`src/rtl/mips_alu_pkg.sv`:
```
// Shared definitions for the MIPS execute-stage arithmetic units.
// Contents: default divider width, iteration counter width, the divide-by-zero
// quotient pattern and the divider FSM state encoding.
package mips_alu_pkg;

  localparam int DIV_WIDTH = 32;
  localparam int DIV_CNT_W = 6;

  // Quotient returned when the divisor is zero.
  localparam logic [DIV_WIDTH-1:0] DIV_ZERO_QUOTIENT = '1;

  typedef enum logic [1:0] {
    IDLE,
    CALC,
    FIX,
    DONE
  } div_state_t;

endpackage

```
`src/rtl/div_step.sv`:
```
// One combinational restoring-division step.
// Ports:
//   rem          in   current partial remainder (always < divisor)
//   dividend_bit in   next dividend bit shifted into the remainder
//   divisor      in   divisor magnitude
//   rem_next     out  partial remainder after the trial subtraction
//   q_bit        out  quotient bit produced by this step
module div_step #(
  parameter int WIDTH = 32
) (
  input  logic [WIDTH-1:0] rem,
  input  logic             dividend_bit,
  input  logic [WIDTH-1:0] divisor,
  output logic [WIDTH-1:0] rem_next,
  output logic             q_bit
);

  logic [WIDTH:0] shifted;
  logic [WIDTH:0] trial;

  // rem < divisor, so shifted < 2*divisor: a non-negative trial always fits in
  // WIDTH bits and a negative one always sets the top bit.
  assign shifted  = {rem, dividend_bit};
  assign trial    = shifted - {1'b0, divisor};
  assign q_bit    = ~trial[WIDTH];
  assign rem_next = q_bit ? trial[WIDTH-1:0] : shifted[WIDTH-1:0];

endmodule

```
`src/rtl/mips_div_unit.sv`:
```
// Multi-cycle restoring divider for DIV / DIVU (LO = quotient, HI = remainder).
// Ports:
//   clk, rst (async, active-high)
//   start, is_signed, dividend, divisor  -- request, sampled only in IDLE
//   busy         high while iterating or fixing signs
//   done         one-cycle pulse, results valid
//   quotient, remainder, div_by_zero     -- held until the next completion
// Optional build macro: DIV_EARLY_OUT_EN -- finish in one cycle when the
// divisor magnitude exceeds the dividend magnitude.
module mips_div_unit
  import mips_alu_pkg::*;
#(
  parameter int WIDTH = DIV_WIDTH,
  parameter int CNT_W = DIV_CNT_W
) (
  input  logic             clk,
  input  logic             rst,
  input  logic             start,
  input  logic             is_signed,
  input  logic [WIDTH-1:0] dividend,
  input  logic [WIDTH-1:0] divisor,
  output logic             busy,
  output logic             done,
  output logic [WIDTH-1:0] quotient,
  output logic [WIDTH-1:0] remainder,
  output logic             div_by_zero
);

  div_state_t       state;
  logic [CNT_W-1:0] cnt;
  logic [WIDTH-1:0] rem_reg;
  logic [WIDTH-1:0] q_reg;     // shifts dividend bits out, quotient bits in
  logic [WIDTH-1:0] dvsr_reg;
  logic             neg_q_reg;
  logic             neg_r_reg;

  logic             a_neg;
  logic             b_neg;
  logic [WIDTH-1:0] a_mag;
  logic [WIDTH-1:0] b_mag;
  logic             early_out;
  logic [WIDTH-1:0] step_rem;
  logic             step_q;

  // -2^(WIDTH-1) negates to itself, which is its correct unsigned magnitude.
  assign a_neg = is_signed & dividend[WIDTH-1];
  assign b_neg = is_signed & divisor[WIDTH-1];
  assign a_mag = a_neg ? -dividend : dividend;
  assign b_mag = b_neg ? -divisor : divisor;

`ifdef DIV_EARLY_OUT_EN
  assign early_out = (divisor != '0) && (b_mag > a_mag);
`else
  assign early_out = 1'b0;
`endif

  div_step #(.WIDTH(WIDTH)) u_step (
    .rem          (rem_reg),
    .dividend_bit (q_reg[WIDTH-1]),
    .divisor      (dvsr_reg),
    .rem_next     (step_rem),
    .q_bit        (step_q)
  );

  always_ff @(posedge clk or posedge rst) begin
    if (rst) begin
      state       <= IDLE;
      cnt         <= '0;
      rem_reg     <= '0;
      q_reg       <= '0;
      dvsr_reg    <= '0;
      neg_q_reg   <= 1'b0;
      neg_r_reg   <= 1'b0;
      busy        <= 1'b0;
      done        <= 1'b0;
      quotient    <= '0;
      remainder   <= '0;
      div_by_zero <= 1'b0;
    end else begin
      done <= 1'b0;
      case (state)
        IDLE: begin
          if (start) begin
            neg_q_reg <= a_neg ^ b_neg;
            neg_r_reg <= a_neg;
            dvsr_reg  <= b_mag;
            q_reg     <= a_mag;
            rem_reg   <= '0;
            cnt       <= CNT_W'(WIDTH);
            if (divisor == '0) begin
              quotient    <= WIDTH'(DIV_ZERO_QUOTIENT);
              remainder   <= dividend;
              div_by_zero <= 1'b1;
              done        <= 1'b1;
              state       <= DONE;
            end else if (early_out) begin
              // |divisor| > |dividend|: quotient is zero, remainder is the raw dividend.
              quotient    <= '0;
              remainder   <= dividend;
              div_by_zero <= 1'b0;
              done        <= 1'b1;
              state       <= DONE;
            end else begin
              busy  <= 1'b1;
              state <= CALC;
            end
          end
        end
        CALC: begin
          q_reg   <= {q_reg[WIDTH-2:0], step_q};
          rem_reg <= step_rem;
          cnt     <= cnt - CNT_W'(1);
          if (cnt == CNT_W'(1)) state <= FIX;
        end
        FIX: begin
          quotient    <= neg_q_reg ? -q_reg : q_reg;
          remainder   <= neg_r_reg ? -rem_reg : rem_reg;
          div_by_zero <= 1'b0;
          busy        <= 1'b0;
          done        <= 1'b1;
          state       <= DONE;
        end
        DONE: begin
          state <= IDLE;
        end
        default: begin
          state <= IDLE;
        end
      endcase
    end
  end

endmodule

```
`config.mk`:
```
export PLATFORM = sky130hd
export DESIGN_NAME = mips_div_unit
export DESIGN_NICKNAME = d
export VERILOG_FILES = /design/src/rtl/mips_alu_pkg.sv /design/src/rtl/div_step.sv /design/src/rtl/mips_div_unit.sv
export SDC_FILE = /design/constraint.sdc
export NUM_CORES = 1
export LEC_CHECK = 0
export ABC_AREA = 0
export CAP_MARGIN = 5
export CORE_UTILIZATION = 44
export CTS_CLUSTER_DIAMETER = 40
export DETAILED_ROUTE_END_ITERATION = 6
export GPL_TIMING_DRIVEN = 0
export PLACE_DENSITY = 0.65
export SYNTH_ARGS = -nofsm -noshare
export SYNTH_HDL_FRONTEND = slang
export SYNTH_SLANG_ARGS = --single-unit
```
`constraint.sdc`:
```
create_clock -name clk -period 6.6 [get_ports clk]
set_input_delay 0.66 -clock clk [delete_from_list [all_inputs] [get_ports clk]]
set_output_delay 0.66 -clock clk [all_outputs]
set_load 0.01 [all_outputs]
```
==> results.json <==
{
  "path_max_fanout": 10,
  "cts_tree": "done",
  "dr.pass1.iters": 7,
  "wl_per_cell_um": 17.08,
  "critPathMaxStageDelay_ns": 0.59,
  "cts.sinks": 173,
  "synth.area.top_cells": "dfrtp_1, xor2_1, o21ai_0",
  "cp_num_buf_inv": 4,
  "routed_wirelength_um": 31050,
  "grt_max_degree": 111,
  "skew_ns": 0.007142,
  "p_per_area_mw_per_mm2": 492.1,
  "tightest_slew_ns": 0.9430,
  "synth_flop_cell": "dfrtp_1",
  "htreeDepth": 4,
  "gp_congestion": 0.8825,
  "synth_common_cells": "dfrtp_1, o21ai_0, nand2_1",
  "std_cell_rows": 58,
  "dp.cells": 1787,
  "postRouteAntennaNets": 0,
  "core_area_mm2": 0.02518,
  "critPathSlowestCell": "or4_1",
  "postCtsSetupRepairBufs": 0,
  "hold_viol": 0,
  "rsz0062_at_grt": "false",
  "drcViolationCount": 0,
  "final_nets": 1586,
  "synth-seq-cells": 173,
  "cts_buffer_depth": 2,
  "die_w_um": 162.2,
  "synth.distinct_cells": 62,
  "cts.repair.resized": 0,
  "max-cap-violations": 0,
  "dieArea_mm2": 0.02629,
  "syn_area_mm2": 0.01129,
  "finalCritPeriodShare": 0.6074,
  "vias_per_cell": 5.541,
  "antenna_cells": 0,
  "cts-root-buf": "clkbuf_16",
  "crit_required_ns": 6.89,
  "die_h_um": 162.2,
  "antenna_found_initial": 0,
  "cts_buffers": 17,
  "yosys.cell_count.top_type": "dfrtp_1",
  "hp-class": "flop to flop",
  "final-setup-viol-count": 0,
  "ir_drop_v": 0.0002282,
  "fin_cells": 1818,
  "holdBufCountCts": 0,
  "syn_avg_cell_area_um2": 8.537,
  "synth_top_area_frac": 0.3836,
  "syn_nets": 1432,
  "outcome": "complete, no violations",
  "vias": 10070,
  "clock_latency_ns": 0.43,
  "num-fill-cells": 2412,
  "synthCells": 1322,
  "max_freq_ghz": 0.2494,
  "final_area_mm2": 0.01363,
  "slew_headroom": 0.3714,
  "yosysWarningCount": 0,
  "final_core_util": 0.5412,
  "grt_first_pass_wirelength_um": 50120,
  "io_pins": 135,
  "grt_util_all_layers": 0.2430,
  "synth-seq-area-share": 0.3836,
  "grt_pass1_vias": 9748,
  "place_hpwl_um": 24500,
  "criticalPathCategory": "primary input to flop",
  "clk_pin_slew_ns": 0.07,
  "setup_tns_ns": 0,
  "worst_slack_ns": 2.591,
  "io_buffers": 134,
  "p_leak_nw": 5.777,
  "worstSetupEndpointType": "flop",
  "dp_slack_ns": 2.204,
  "drt_iter0_drc": 694,
  "power.total_mw": 6.706,
  "path_delay_family": "simple AND/OR/NAND/NOR gates",
  "placed_cell_area_mm2": 0.01308,
  "finalCriticalPeriod_ns": 4.009,
  "initial_utilization": 0.4482,
  "yosysTopAreaCell": "dfrtp_1",
  "final_max_slew_viol_count": 0,
  "synth-async-reset-ratio": 1.000,
  "syn_to_final_growth_pct": 20.75,
  "startpoint_type": "primary input",
  "path_cells": "clkdlybuf4s50_1 > or4_1 > nor3_2 > and3_1 > nand2_1 > or2_1 > clkbuf_1 > nor4_4 > nand2_1 > o21a_1 > clkbuf_1 > clkbuf_1 > nand2_1 > o21ai_0",
  "synth_edf_count": 0,
  "worstPathArrival_ns": 4.30,
  "hold_ws_ns": 0.4769,
  "grt-ovfl-total": 0,
  "drive_above_1_share": 0.04234
}
==> tightest hold or removal path, delay by kind of cell, from the launching register on <==
kind,cells,cell delay [ns]
AO/OA/AOI/OAI,1,0.06
AND/OR/NAND/NOR,1,0.05
flip-flops,1,0.34
==> routing by layer <==
metal,track usage,vias up,share of wire
li1,-,4994,-
met1,0.2980,4718,0.43
met2,0.4229,282,0.49
met3,0.03550,80,0.047
met4,0.1072,0,0.036
met5,0,-,0
==> area by class of cell <==
cell class,count,area (um2),area share
sequential,173,4329,0.3177
clock buffer,20,466.7,0.03425
clock inverter,11,86.33,0.006335
multi-input combinational,1025,6476,0.4752
timing repair buffer,135,1369,0.1004
inverter,55,214.0,0.01570
buffer,69,274.0,0.02011
tap,330,412.9,0.03030
==> path summary, 6_finish.rpt <==
path | depth (start not counted) | slack (ns) | endpoint | from
worst max-delay path | 14 | 2.59 | remainder[17] | divisor[6]
worst min-delay path | 2 | 0.48 | dvsr_reg[13] | dvsr_reg[13]
worst max register to register | 14 | 2.64 | q_reg[0] | q_reg[31]
worst min register to register | 2 | 0.48 | dvsr_reg[13] | dvsr_reg[13]
max in group asynchronous | 3 | 5.04 | cnt[0] | rst
min in group asynchronous | 2 | 0.65 | quotient[7] | rst
==> power breakdown <==
| group | leakage, nW | switching [mW] | internal (mW) | total [mW] |
|---|---|---|---|---|
| Clock | 0.257 | 0.447 | 0.513 | 0.960 |
| Sequential | 2.10 | 0.413 | 1.49 | 1.90 |
| Combinational | 3.42 | 2.21 | 1.63 | 3.84 |
| Total | 5.78 | 3.07 | 3.64 | 6.71 |
==> placed cells by master, fill, tap and decap left out, types with 12 or more instances in the layout <==
cell type,netlist,layout
o21a_1,12,12
ha_1,41,41
clkbuf_1,58,58
o21ai_0,163,163
inv_1,55,54
xor2_1,97,97
clkbuf_16,0,17
nor3_1,16,16
dfrtp_1,173,173
nor2_1,106,106
a21oi_1,86,86
a21o_1,19,19
a22oi_1,21,21
o31ai_1,26,26
mux2i_1,29,29
nand2_1,159,159
a31oi_1,41,41
clkdlybuf4s50_1,0,134
xnor2_1,56,56
==> cells by family (layout without fill, tap and decap cells) <==
group / Yosys count / in the layout / share of synthesized area
fa+ha+maj: 42 / 42 / 0.04723
xor+xnor: 153 / 153 / 0.1187
simple gates: 373 / 373 / 0.1537
buf+inv: 124 / 290 / 0.04257
mux: 30 / 30 / 0.02672
flops: 173 / 173 / 0.3836
compound gates: 427 / 427 / 0.2275
Note: power is estimated with default switching activity, not from simulation.
